### src/rtl/cam_cfg_pkg.sv
// Shared types and constants for the camera SCCB register loader.
// The DELAY state only exists when CAM_CFG_DELAY_EN is defined.
package cam_cfg_pkg;

    typedef enum logic [3:0] {
        ST_IDLE,
        ST_FETCH,
        ST_START,
        ST_BYTE,
        ST_STOP,
        ST_GAP,
        ST_DONE
`ifdef CAM_CFG_DELAY_EN
        , ST_DELAY
`endif
    } state_e;

    typedef enum logic [1:0] {
        CMD_START,
        CMD_BYTE,
        CMD_STOP,
        CMD_GAP
    } phy_cmd_e;

    typedef struct packed {
        logic [15:0] reg_addr;
        logic [7:0]  data;
    } entry_t;

    localparam logic [15:0] DELAY_ADDR   = 16'hFFFF;
    localparam logic [7:0]  DEF_DEV_ADDR = 8'h78;

endpackage

### src/rtl/sccb_phy.sv
// SCCB bit engine: quarter-bit tick, START, 8 data bits + don't-care 9th bit,
// STOP and idle GAP, one command per cmd/ready handshake.
module sccb_phy
    import cam_cfg_pkg::*;
#(
    parameter int QTR = 125
) (
    input  logic       clk_i,
    input  logic       rst_n_i,
    input  logic       cmd_valid_i,
    input  phy_cmd_e   cmd_i,
    input  logic [7:0] byte_i,
    output logic       ready_o,
    output logic       scl_o,
    output logic       sda_oe_o
);

    localparam int QW = (QTR > 1) ? $clog2(QTR) : 1;

    logic [QW-1:0] tcnt_q;
    logic          active_q;
    phy_cmd_e      cmd_q;
    logic [7:0]    byte_q;
    logic [5:0]    step_q;
    logic          scl_q, oe_q;
    logic          tick;
    logic [5:0]    last_step;

    // Bus levels {scl, sda_oe} for quarter-bit step s of command c.
    function automatic logic [1:0] drive(input phy_cmd_e c, input logic [5:0] s,
                                         input logic [7:0] b);
        logic [1:0] r;
        r = 2'b10;
        case (c)
            CMD_START: r = {1'b1, s[0]};
            CMD_BYTE:  r = {s[1], (s[5:2] < 4'd8) && !b[~s[4:2]]};
            CMD_STOP:  r = {s != 6'd0, s != 6'd2};
            default:   r = 2'b10;
        endcase
        return r;
    endfunction

    assign tick = active_q && (tcnt_q == QW'(QTR - 1));

    always_comb begin
        last_step = 6'd3;
        case (cmd_q)
            CMD_START: last_step = 6'd1;
            CMD_BYTE:  last_step = 6'd35;
            CMD_STOP:  last_step = 6'd2;
            default:   last_step = 6'd3;
        endcase
    end

    always_ff @(posedge clk_i or negedge rst_n_i) begin
        if (!rst_n_i) begin
            active_q <= 1'b0;
            tcnt_q   <= '0;
            step_q   <= '0;
            cmd_q    <= CMD_GAP;
            byte_q   <= '0;
            scl_q    <= 1'b1;
            oe_q     <= 1'b0;
        end else if (!active_q) begin
            if (cmd_valid_i) begin
                active_q       <= 1'b1;
                cmd_q          <= cmd_i;
                byte_q         <= byte_i;
                step_q         <= '0;
                tcnt_q         <= '0;
                {scl_q, oe_q}  <= drive(cmd_i, 6'd0, byte_i);
            end
        end else if (tick) begin
            tcnt_q <= '0;
            if (step_q == last_step) begin
                active_q <= 1'b0;
            end else begin
                step_q        <= step_q + 6'd1;
                {scl_q, oe_q} <= drive(cmd_q, step_q + 6'd1, byte_q);
            end
        end else begin
            tcnt_q <= tcnt_q + 1'b1;
        end
    end

    assign ready_o  = !active_q;
    assign scl_o    = scl_q;
    assign sda_oe_o = oe_q;

endmodule

### src/rtl/cam_cfg.sv
// Camera configuration sequencer: walks a register table and writes each entry
// over SCCB. Define CAM_CFG_DELAY_EN to treat reg_addr 16'hFFFF as a ms delay.
module cam_cfg
    import cam_cfg_pkg::*;
#(
    parameter int         CLK_FREQ = 50_000_000,
    parameter int         SCL_FREQ = 100_000,
    parameter logic [7:0] DEV_ADDR = DEF_DEV_ADDR
) (
    input  logic        clk_i,
    input  logic        rst_n_i,
    input  logic        start_i,
    input  logic [7:0]  tbl_len_i,
    output logic [7:0]  tbl_addr_o,
    input  logic [23:0] tbl_data_i,
    output logic        scl_o,
    output logic        sda_oe_o,
    output logic        busy_o,
    output logic        done_o
);

    localparam int QTR = CLK_FREQ / (4 * SCL_FREQ);
`ifdef CAM_CFG_DELAY_EN
    localparam logic [31:0] MS_CYC = 32'(CLK_FREQ / 1000);
    logic [31:0] dly_q;
`endif

    state_e     state_q;
    logic [7:0] idx_q, len_q;
    entry_t     entry_q, fetched;
    logic [1:0] bcnt_q;
    logic       fph_q, issued_q, busy_q, done_q;
    logic       phy_ready, phy_done, cmd_valid, last_entry;
    phy_cmd_e   cmd;
    logic [7:0] cmd_byte;

    assign fetched    = entry_t'(tbl_data_i);
    assign phy_done   = issued_q && phy_ready;
    assign last_entry = (idx_q == len_q - 8'd1);

    // Each bus state issues exactly one phy command, then waits for it to finish.
    always_comb begin
        cmd       = CMD_GAP;
        cmd_valid = 1'b0;
        case (state_q)
            ST_START: begin cmd = CMD_START; cmd_valid = !issued_q; end
            ST_BYTE:  begin cmd = CMD_BYTE;  cmd_valid = !issued_q; end
            ST_STOP:  begin cmd = CMD_STOP;  cmd_valid = !issued_q; end
            ST_GAP:   begin cmd = CMD_GAP;   cmd_valid = !issued_q; end
            default:  ;
        endcase
        case (bcnt_q)
            2'd0:    cmd_byte = DEV_ADDR;
            2'd1:    cmd_byte = entry_q.reg_addr[15:8];
            2'd2:    cmd_byte = entry_q.reg_addr[7:0];
            default: cmd_byte = entry_q.data;
        endcase
    end

    always_ff @(posedge clk_i or negedge rst_n_i) begin
        if (!rst_n_i) begin
            state_q  <= ST_IDLE;
            idx_q    <= '0;
            len_q    <= '0;
            entry_q  <= '0;
            bcnt_q   <= '0;
            fph_q    <= 1'b0;
            issued_q <= 1'b0;
            busy_q   <= 1'b0;
            done_q   <= 1'b0;
`ifdef CAM_CFG_DELAY_EN
            dly_q    <= '0;
`endif
        end else begin
            if (cmd_valid && phy_ready) issued_q <= 1'b1;
            else if (phy_done)          issued_q <= 1'b0;

            case (state_q)
                ST_IDLE: if (start_i) begin
                    idx_q   <= '0;
                    len_q   <= tbl_len_i;
                    done_q  <= (tbl_len_i == 8'd0);
                    busy_q  <= (tbl_len_i != 8'd0);
                    state_q <= (tbl_len_i == 8'd0) ? ST_DONE : ST_FETCH;
                end
                // Address is driven on entry; data arrives on the second cycle.
                ST_FETCH: if (!fph_q) begin
                    fph_q <= 1'b1;
                end else begin
                    fph_q   <= 1'b0;
                    entry_q <= fetched;
`ifdef CAM_CFG_DELAY_EN
                    if (fetched.reg_addr == DELAY_ADDR) begin
                        if (fetched.data == 8'd0) begin
                            if (last_entry) begin
                                state_q <= ST_DONE; done_q <= 1'b1; busy_q <= 1'b0;
                            end else begin
                                idx_q <= idx_q + 8'd1; state_q <= ST_FETCH;
                            end
                        end else begin
                            dly_q   <= 32'(fetched.data) * MS_CYC;
                            state_q <= ST_DELAY;
                        end
                    end else
`endif
                    state_q <= ST_START;
                end
                ST_START: if (phy_done) begin
                    bcnt_q  <= 2'd0;
                    state_q <= ST_BYTE;
                end
                ST_BYTE: if (phy_done) begin
                    if (bcnt_q == 2'd3) state_q <= ST_STOP;
                    else                bcnt_q  <= bcnt_q + 2'd1;
                end
                ST_STOP: if (phy_done) state_q <= ST_GAP;
                ST_GAP: if (phy_done) begin
                    if (last_entry) begin
                        state_q <= ST_DONE; done_q <= 1'b1; busy_q <= 1'b0;
                    end else begin
                        idx_q <= idx_q + 8'd1; state_q <= ST_FETCH;
                    end
                end
`ifdef CAM_CFG_DELAY_EN
                ST_DELAY: if (dly_q <= 32'd1) begin
                    if (last_entry) begin
                        state_q <= ST_DONE; done_q <= 1'b1; busy_q <= 1'b0;
                    end else begin
                        idx_q <= idx_q + 8'd1; state_q <= ST_FETCH;
                    end
                end else begin
                    dly_q <= dly_q - 32'd1;
                end
`endif
                ST_DONE: state_q <= ST_IDLE;
                default: state_q <= ST_IDLE;
            endcase
        end
    end

    sccb_phy #(.QTR(QTR)) u_phy (
        .clk_i       (clk_i),
        .rst_n_i     (rst_n_i),
        .cmd_valid_i (cmd_valid),
        .cmd_i       (cmd),
        .byte_i      (cmd_byte),
        .ready_o     (phy_ready),
        .scl_o       (scl_o),
        .sda_oe_o    (sda_oe_o)
    );

    assign tbl_addr_o = idx_q;
    assign busy_o     = busy_q;
    assign done_o     = done_q;

endmodule

### config.mk
export PLATFORM = sky130hd
export DESIGN_NAME = cam_cfg
export DESIGN_NICKNAME = d
export VERILOG_FILES = /design/src/rtl/cam_cfg_pkg.sv /design/src/rtl/sccb_phy.sv /design/src/rtl/cam_cfg.sv
export SDC_FILE = /design/constraint.sdc
export NUM_CORES = 1
export LEC_CHECK = 0
export CELL_PAD_IN_SITES_DETAIL_PLACEMENT = 1
export CELL_PAD_IN_SITES_GLOBAL_PLACEMENT = 1
export CORE_MARGIN = 2
export CORE_UTILIZATION = 43
export CTS_CLUSTER_SIZE = 24
export DETAILED_ROUTE_END_ITERATION = 10
export DONT_BUFFER_PORTS = 1
export PLACE_DENSITY = 0.74
export SYNTH_ARGS = -nofsm -noshare
export SYNTH_HDL_FRONTEND = slang
export SYNTH_SLANG_ARGS = --single-unit
### constraint.sdc
create_clock -name clk_i -period 2.13 [get_ports clk_i]
set_input_delay 0 -clock clk_i [delete_from_list [all_inputs] [get_ports clk_i]]
set_output_delay 0 -clock clk_i [all_outputs]
set_load 0.01 [all_outputs]
Word-level counts from Yosys, hierarchy flattened
Index checks and enable logic that the tools add are counted.

word-level totals
  memories kept = 0
  register bits after elaboration = 76
  latch bits = 0
  bits in writable memories = 0
  bits of input ports = 35
  output and inout bits = 12
  ROM bits = 0
  logic and storage cells = 137

cells by class
  shift operators = 0
  eq/ne operators = 28
  order comparisons = 2
  mux-type cells = 56
  bitwise logic cells = 2
  add/subtract/negate cells = 5
  multiply operators = 0
  reduce and logical (&&, ||, !) cells = 27
  div/mod/pow operators = 0

operators by type and width
  kind                                                                    number
  4-bit 2-to-1 mux                                                        7
  6-bit 2-to-1 mux                                                        4
  8-bit 2-to-1 mux                                                        3
  2-bit != test (second input constant)                                   12
  4-bit case mux with 6 select lines                                      1
  8-bit case mux with 3 select lines                                      1
  1-bit 2-to-1 mux                                                        23
  7-bit 2-to-1 mux                                                        3
  6-bit case mux with 3 select lines                                      1
  8-bit case mux with 2 select lines                                      1
  2-bit case mux with 3 select lines                                      2
  4-bit AND reduction                                                     3
  8-bit by 1-bit adder with 8-bit output (second input constant)          1
  2-bit equality test (second input constant)                             4
  4-bit by 2-bit equality test with 1-bit output (second input constant)  2
  4-bit by 3-bit equality test with 1-bit output (second input constant)  2
  8-bit equality test                                                     1
  8-bit logical NOT                                                       1
  2-bit case mux with 2 select lines                                      2
  2-bit nonzero test                                                      4
  8-bit nonzero test                                                      1
  8-bit by 1-bit subtractor with 8-bit output (second input constant)     1
  7-bit by 1-bit adder with 7-bit output (second input constant)          1
  7-bit equality test (second input constant)                             1
  23 further kinds                                                        38

Depth between registers and ports, before layout
Gate-level depths: netlist of run 1.

  depth after elaboration = 10
  gate-level depth with buffers = 10
  depth with buffers taken out = 9

Hierarchy
A second synthesis of run 1 with hierarchy kept.

second synthesis, totals
  cells, all modules = 444
  area total of the unflattened synthesis = 4322.9 µm²

by module, submodules not included
  module    cells an instance  area each (µm²)  sequential area each (µm²)  instances
  cam_cfg   253                2633.8           1226.2                      1
  sccb_phy  191                1689.1           654.4                       1

Worst setup path after synthesis of run 1
No wires, ideal clock.

  path kind = reg-to-reg
  from = register u_phy.cmd_q[1]
  to = register u_phy.scl_q, in the netlist u_phy.scl_o
  required time = 2.048 ns
  arrival = 2.100 ns
  path buffers = 2
  clock period less this slack = 2.182 ns
  library setup time = 0.082 ns
  cell stages (with the launch flop) = 9
  path slack = -0.052 ns
  cell sequence = dfstp_2 -> clkbuf_1 -> nor4b_1 -> a31o_2 -> a21oi_1 -> nor4_1 -> a21o_1 -> buf_2 -> mux2_2

between the ends
  word-level cells in the longest chain between the ends = 5
  elaborated cells on any way between the ends = 11
  those cells by class = eq/ne (4); mux (5); reduce/logical (2)

RTL lines
  item                                                                                             RTL line                        source
  start: declaration                                                                               sccb_phy.sv:22                  phy_cmd_e cmd_q;
  start signal: assignment                                                                         sccb_phy.sv:67                  cmd_q <= cmd_i;
  2-bit equality test (tied with other cells)                                                      sccb_phy.sv:34, sccb_phy.sv:47
  6-bit case mux with 3 select lines / 2-bit case mux with 3 select lines (equally long branches)  sccb_phy.sv:47, sccb_phy.sv:34
  6-bit equality test / 1-bit 2-to-1 mux (equally long branches)                                   sccb_phy.sv:75                  if (step_q == last_step) begin
  2-bit != test (no source line) / 1-bit 2-to-1 mux (equally long branches)                        --
  3-bit AND reduction (no source line) / 1-bit 2-to-1 mux (equally long branches)                  --
  end signal: assignment                                                                           sccb_phy.sv:71                  {scl_q, oe_q} <= drive(cmd_i, 6'd0, byte_i);
  end signal: assignment                                                                           sccb_phy.sv:79                  {scl_q, oe_q} <= drive(cmd_q, step_q + 6'd1, byte_q);
  end: declaration                                                                                 sccb_phy.sv:25                  logic scl_q, oe_q;

Several ways; a longest one is shown, not always the timed one. The select of a mux whose other input is x is not followed.
A chain may end at the register's enable or synchronous reset.

Worst setup path in the final report of run 1
  from = register len_q[3]
  to = register idx_q[7], in the netlist tbl_addr_o[7]

between the ends
  word-level cells in the longest chain between the ends = 4

RTL lines
  item                                         RTL line        source
  start: declaration                           cam_cfg.sv:29   logic [7:0] idx_q, len_q;
  start signal: assignment                     cam_cfg.sv:81   len_q <= tbl_len_i;
  8-bit by 1-bit subtractor with 8-bit output  cam_cfg.sv:39   assign last_entry = (idx_q == len_q - 8'd1);
  8-bit equality test                          cam_cfg.sv:39
  2-bit != test (no source line)               --
  4-bit AND reduction (no source line)         --
  end signal: assignment                       cam_cfg.sv:63   idx_q <= '0;
  end signal: assignment                       cam_cfg.sv:80   idx_q <= '0;
  end signal: assignment                       cam_cfg.sv:121  idx_q <= idx_q + 8'd1; state_q <= ST_FETCH;
  end: declaration                             cam_cfg.sv:29

Every way passes these cells.

==> results.sh, run 1 <==
export IMPL_initial_core_util=0.444
export IMPL_yosys_area_share_simple=0.178
export IMPL_grt_pass1_vias=4053
export IMPL_top_usage_layer="met2"
export IMPL_io_buffers=0
export IMPL_reg2reg_depth=8
export IMPL_drive_gt1_frac=0.279
export IMPL_fin_util=0.580
export IMPL_irDropWorstVdd_mv=0.637
export IMPL_synth_fp_nets=485
export IMPL_grt_pass1_wl_um=21000
export IMPL_yosys_warnings=0
export IMPL_cts_buffer_depth=2
export IMPL_start_kind="flop"
export IMPL_hpwl_um=7830
export IMPL_met2_usage=0.475
export IMPL_cp_arrival_ns=2.58
export IMPL_crit_chain="nor3_4 -> a31o_2 -> a2111o_1 -> nand4b_1 -> o2111ai_1 -> buf_4 -> or4_4 -> a21oi_2"
export IMPL_fmax_ghz=0.437
export IMPL_worstSetupStartpoint="len_q[3]"
export IMPL_max_slew_worst_pin_slew_ns=0.639
export IMPL_fin_area_um2=5390
export IMPL_critPathTopFamily="simple AND/OR/NAND/NOR gates"
export IMPL_post_dp_cell_area_um2=4600
export IMPL_synth_area_per_cell_um2=9.40
export IMPL_synthAdderAreaFrac=0.0334
export IMPL_rsz0062_at_grt="true"
export IMPL_die_area_um2=10400
export IMPL_core_area_um2=9280
export IMPL_fin_crit_sh=1.07
export IMPL_postSynthCellCount=439
export IMPL_relSlewSlack=0.572
export IMPL_synth_flop_cell="dfrtp_1"
export IMPL_crit_slowest_cell="or4_4"
export IMPL_timing_rr_end="tbl_addr_o[7]"
export IMPL_cap_violations=0
export IMPL_finClkSkew_ns=0.0139
export IMPL_cp_required_ns=2.42
export IMPL_grt_usage=0.263
export IMPL_overflow=0
export IMPL_setup_violations_final=13
export IMPL_cp_max_fo=5
export IMPL_synth_edf_count=0
export IMPL_drv_slew=0
export IMPL_layout_min_cycle_time_ns=2.29
export IMPL_cts_clk_slew_worst_paths_ns=0.10
export IMPL_detail_route_antenna_nets=0
export IMPL_synth_top_family_by_area="simple AND/OR/NAND/NOR gates"
export IMPL_min_to="busy_o"
export IMPL_grt_util_met3=0.0506
export IMPL_p_leak_nw=2.32
export IMPL_hold_ws_ns=0.0291
export IMPL_post_drt_wl_per_cell_um=20.6
export IMPL_cts_htree_levels=3
export IMPL_p_total_mw=6.65
export IMPL_tritoncts="done"
export IMPL_drtIter0Drc=170
export IMPL_async_reset_ff_frac=1.00
export IMPL_max_stage_delay_ns=0.51
export IMPL_violations="setup timing"
export IMPL_syn_area_um2=4130
export IMPL_diodes=0
export IMPL_synth_area_mux_share=0.0934
export IMPL_crit_reg2reg_launch="len_q[3]"
export IMPL_synth_seq_cells=75
export IMPL_antenna_found_initial=0
export IMPL_min_from="start_i"
export IMPL_die_h_um=102
export IMPL_mostFrequentLayoutCell="dfrtp_1"
export IMPL_synthXorXnorAreaFrac=0.0255
export IMPL_critPathKind="reg2reg"
export IMPL_via_per_inst=5.78
export IMPL_ios=47
export IMPL_pre_cts_slack_ns=-0.116
export IMPL_synth_compound_area_frac=0.171
export IMPL_p_per_area_nw_per_um2=1230
export IMPL_yosysSeqAreaShare=0.456
export IMPL_hold_viol=0
export IMPL_drt_pass1_iterations=4
export IMPL_globalRouteMet1Util=0.310
export IMPL_cts_buffers=9
export IMPL_r2r_slack_ns=-0.16
export IMPL_nNetsFinal=561
export IMPL_insertion_delay_ns=0.37
export IMPL_vias=3749
export IMPL_outcome="finished, violations left"
export IMPL_wl_um=13400
export IMPL_routabilityCongestion=0.855
export IMPL_layout_common_cells="dfrtp_1 (68), nand2_1 (59), buf_4 (52), dlygate4sd3_1 (33), o21ai_0 (30)"
export IMPL_clkSinkCount=75
export IMPL_worst_path_buf_inv=1
export IMPL_clockRootBuffer="clkbuf_8"
export IMPL_fp_row_count=35
export IMPL_whs_path_depth=4
export IMPL_grt_max_degree=76
export IMPL_fp_dieW_um=102
export IMPL_syn2layout_area_growth_pct=30.6
export IMPL_hold_path_class="in2reg"
export IMPL_ys_types=55
export IMPL_crit_path_end_kind="flop"
export IMPL_drc=0
export IMPL_setup_ws_ns=-0.158
==> Yosys cell counts, drive strengths merged (3+ instances only) <==
library cell | number | share of area
dfrtp | 72 | 0.44
nand2 | 59 | 0.054
o21ai | 40 | 0.049
a21oi | 27 | 0.033
mux2 | 26 | 0.071
nor2 | 23 | 0.021
clkbuf | 22 | 0.020
inv | 18 | 0.016
nand3 | 17 | 0.021
ha | 11 | 0.033
mux2i | 7 | 0.017
nor3 | 7 | 0.0097
o31ai | 7 | 0.013
xnor2 | 7 | 0.015
a221oi | 6 | 0.013
nor4 | 6 | 0.011
or3 | 6 | 0.010
a22o | 5 | 0.011
a22oi | 5 | 0.0091
and3 | 5 | 0.0076
xor2 | 5 | 0.011
a31oi | 4 | 0.0061
buf | 4 | 0.0049
nand2b | 4 | 0.0061
nand3b | 4 | 0.0073
or2 | 4 | 0.0061
and2 | 3 | 0.0046
dfstp | 3 | 0.019
==> tightest hold or removal path, cell delays in order <==
cell,delay [ns]
nand2_1,0.04
a21oi_1,0.12
nand3b_1,0.11
o21ai_0,0.08
==> worst max-delay path by stage <==
stage                     to  slack (ns)  cells past startpoint
2_1_floorplan    u_phy.scl_o       0.007                      8
3_3_place_gp   tbl_addr_o[7]       -0.04                      7
3_5_place_dp   tbl_addr_o[7]       -0.12                      7
4_1_cts        tbl_addr_o[5]        -0.1                      8
5_1_grt        tbl_addr_o[7]       -0.23                      8
6_report       tbl_addr_o[7]       -0.16                      8
==> kinds of logic after synthesis <==
logic type                 after synthesis
muxes                                   34
and+or+nand+nor                        149
DFF                                     75
AOI/OAI and AO/OA                      113
xor gates and xnor gates                12
adders and majority gates               11
buffers and inverters                   45
==> area by class of cell <==
class                   count  area, um2
well taps                 129        161
flip-flops and latches     75       1890
inverters                  19       71.3
fillers                  1048       3890
clock inverters             7       95.1
clock buffers               9        124
multi-input cells         319       2240
repair buffers             91        813
==> sequential cells by signal (all words and copies together) (netlist names), 2 cells and up <==
| signal | count |
|---|---|
| u_phy.byte_q | 8 |
| tbl_addr_o | 8 |
| u_phy.tcnt_q | 7 |
| state_q | 3 |
| entry_q | 24 |
| len_q | 8 |
| bcnt_q | 2 |
| u_phy.cmd_q | 2 |
| u_phy.step_q | 6 |
==> power breakdown <==
part	leakage, nW	total [mW]	internal, mW	switching (mW)
Clock	0.111	1.26	0.577	0.687
Combinational	1.29	2.87	1.38	1.49
Sequential	0.924	2.51	2.00	0.509
==> per-layer routing <==
metal | wire length (um) | up-vias
met2 | 7080 | 103
met4 | 416 | 0
met3 | 490 | 32
met5 | 0 | -
met1 | 5370 | 1891
li1 | - | 1723
==> stage by stage <==
| stage | setup TNS (ns) | cells |
|---|---|---|
| 6_report | -0.830 | 649 |
| 5_1_grt | -2.11 | 649 |
| 4_1_cts | -0.328 | 644 |
| 3_5_place_dp | -0.741 | 592 |
| 3_3_place_gp | -0.0782 | 592 |
| 2_1_floorplan | 0 | 439 |
==> repair_timing <==
action	CTS	global route
hold buffers	34	0
hold endpoints to repair	107	0
pin swaps	6	13
setup endpoints to repair	17	21
gates resized for setup	10	39
setup buffers	2	5
No activity file was read; power rests on OpenSTA's default activity.
==> run 2, diff against run 1 <==
--- a/config.mk
+++ b/config.mk
@@ -12,7 +12,8 @@
 export CTS_CLUSTER_SIZE = 24
 export DETAILED_ROUTE_END_ITERATION = 10
 export DONT_BUFFER_PORTS = 1
-export PLACE_DENSITY = 0.74
+export PLACE_DENSITY = 0.71
 export SYNTH_ARGS = -nofsm -noshare
 export SYNTH_HDL_FRONTEND = slang
 export SYNTH_SLANG_ARGS = --single-unit
+export TNS_END_PERCENT = 30
==> constraint.sdc (replaced) <==
create_clock -name clk_i -period 2.2 [get_ports clk_i]
set_input_delay 0 -clock clk_i [delete_from_list [all_inputs] [get_ports clk_i]]
set_output_delay 0 -clock clk_i [all_outputs]
set_load 0.01 [all_outputs]
==> results.sh, run 2 (synthesis results as in run 1) <==
export IMPL_cap_violations=0
export IMPL_die_area_um2=10400
export IMPL_tritoncts="done"
export IMPL_hold_ws_ns=0.0203
export IMPL_drt_pass1_iterations=4
export IMPL_critPathKind="reg2reg"
export IMPL_fin_area_um2=5290
export IMPL_ios=47
export IMPL_core_area_um2=9280
export IMPL_syn2layout_area_growth_pct=28.3
export IMPL_layout_min_cycle_time_ns=2.25
export IMPL_grt_usage=0.242
export IMPL_fp_dieW_um=102
export IMPL_relSlewSlack=0.723
export IMPL_wl_um=11900
export IMPL_cp_required_ns=2.49
export IMPL_pre_cts_slack_ns=-0.0533
export IMPL_cp_max_fo=5
export IMPL_hpwl_um=7380
export IMPL_initial_core_util=0.444
export IMPL_clkSinkCount=75
export IMPL_finClkSkew_ns=0.0151
export IMPL_cts_clk_slew_worst_paths_ns=0.09
export IMPL_routabilityCongestion=0.781
export IMPL_crit_path_end_kind="flop"
export IMPL_post_drt_wl_per_cell_um=18.6
export IMPL_p_leak_nw=2.29
export IMPL_drtIter0Drc=160
export IMPL_hold_path_class="in2reg"
export IMPL_drc=0
export IMPL_overflow=0
export IMPL_setup_ws_ns=-0.0548
export IMPL_largest_reg_flops=24
export IMPL_clockRootBuffer="clkbuf_8"
export IMPL_fin_crit_sh=1.02
export IMPL_largest_register="entry_q"
export IMPL_grt_pass1_wl_um=19500
export IMPL_fp_row_count=35
export IMPL_cts_htree_levels=3
export IMPL_drv_slew=0
export IMPL_insertion_delay_ns=0.37
export IMPL_hold_viol=0
export IMPL_cp_arrival_ns=2.55
export IMPL_post_dp_cell_area_um2=4540
export IMPL_io_buffers=0
export IMPL_place_inst=586
export IMPL_layout_common_cells="dfrtp_1 (69), nand2_1 (59), buf_4 (44), o21ai_0 (39), dlygate4sd3_1 (34)"
export IMPL_max_slew_worst_pin_slew_ns=0.411
export IMPL_grt_pass1_vias=3888
export IMPL_finalNonFillerCells=642
export IMPL_antenna_found_initial=1
export IMPL_fmax_ghz=0.444
export IMPL_nNetsFinal=553
export IMPL_detail_route_antenna_nets=0
export IMPL_via_per_inst=5.55
export IMPL_outcome="finished, violations left"
export IMPL_cts_buffers=9
export IMPL_drive_gt1_frac=0.244
export IMPL_irDropWorstVdd_mv=0.636
export IMPL_die_h_um=102
export IMPL_rsz0062_at_grt="true"
export IMPL_grt_max_degree=76
export IMPL_setup_violations_final=5
export IMPL_cts_buffer_depth=2
export IMPL_mostFrequentLayoutCell="dfrtp_1"
export IMPL_vias=3565
export IMPL_violations="setup timing"
export IMPL_start_kind="flop"
export IMPL_p_per_area_nw_per_um2=1180
export IMPL_fin_util=0.570
-- run 2: cell count changes in the layout (fill, tap and decap cells not counted), moves of 2 or more --
cell / before / now
o21ai_1: 7 / 1
inv_1: 15 / 17
or3_1: 3 / 5
or3_4: 3 / 1
a21oi_2: 4 / 2
inv_2: 3 / 1
o21ai_0: 30 / 39
a21oi_1: 22 / 25
buf_4: 52 / 44
o21ai_2: 3 / 0
-- run 2: layer usage --
metal | wire [um] | global-route usage | up-vias | part of all wire
li1 | - | - | 1709 | -
met1 | 5330 | 0.309 | 1791 | 0.45
met2 | 6140 | 0.419 | 52 | 0.51
met3 | 288 | 0.0431 | 13 | 0.024
met4 | 174 | 0.0759 | 0 | 0.015
met5 | 0 | 0 | - | 0
-- run 2: area by class of cell --
cell class | instances | area, um2
antenna | 1 | 2.50
clock buffer | 9 | 124
clock inverter | 7 | 109
fill | 1052 | 3990
inverter | 19 | 71.3
multi-input combinational | 319 | 2190
sequential | 75 | 1880
tap | 129 | 161
timing repair buffer | 83 | 752
-- run 2: worst paths after layout --
path	from	end	slack [ns]	cells past startpoint
worst max-delay path	len_q[2]	tbl_addr_o[7]	-0.05	9
worst min-delay path	start_i	len_q[7]	0.02	3
worst min register to register	u_phy.byte_q[2]	u_phy.byte_q[2]	0.50	2
worst max register to register	len_q[2]	tbl_addr_o[7]	-0.05	9
min in group asynchronous	rst_n_i	u_phy.step_q[0]	0.15	2
max in group asynchronous	rst_n_i	len_q[2]	1.67	2
-- run 2: repair_timing --
action | CTS | global route
hold buffers | 35 | 0
buffers inserted | 2 | 2
hold endpoints to repair | 109 | 0
resized for setup | 7 | 22
pin swaps | 4 | 9
setup endpoints to repair | 11 | 20
-- run 2: through the flow --
stage	TNS (ns)	power [mW]
2_1_floorplan	0	3.91
3_3_place_gp	-0.000217	4.48
3_5_place_dp	-0.0533	4.59
4_1_cts	0	6.08
5_1_grt	-1.58	6.68
6_report	-0.0833	6.24
-- run 2: where the power goes --
group	internal, mW	leakage [nW]	switching (mW)
Sequential	1.94	0.926	0.448
Clock	0.663	0.118	0.613
Combinational	1.27	1.25	1.32
Total	3.87	2.29	2.38
-- run 2: worst max-delay path, cell delays in order (launching register included) --
cell,delay [ns]
dfrtp_2,0.44
buf_4,0.17
xor2_2,0.14
nor2_1,0.06
a211o_1,0.25
nand4b_1,0.15
o2111ai_2,0.16
buf_6,0.17
or4_4,0.51
a21oi_2,0.14
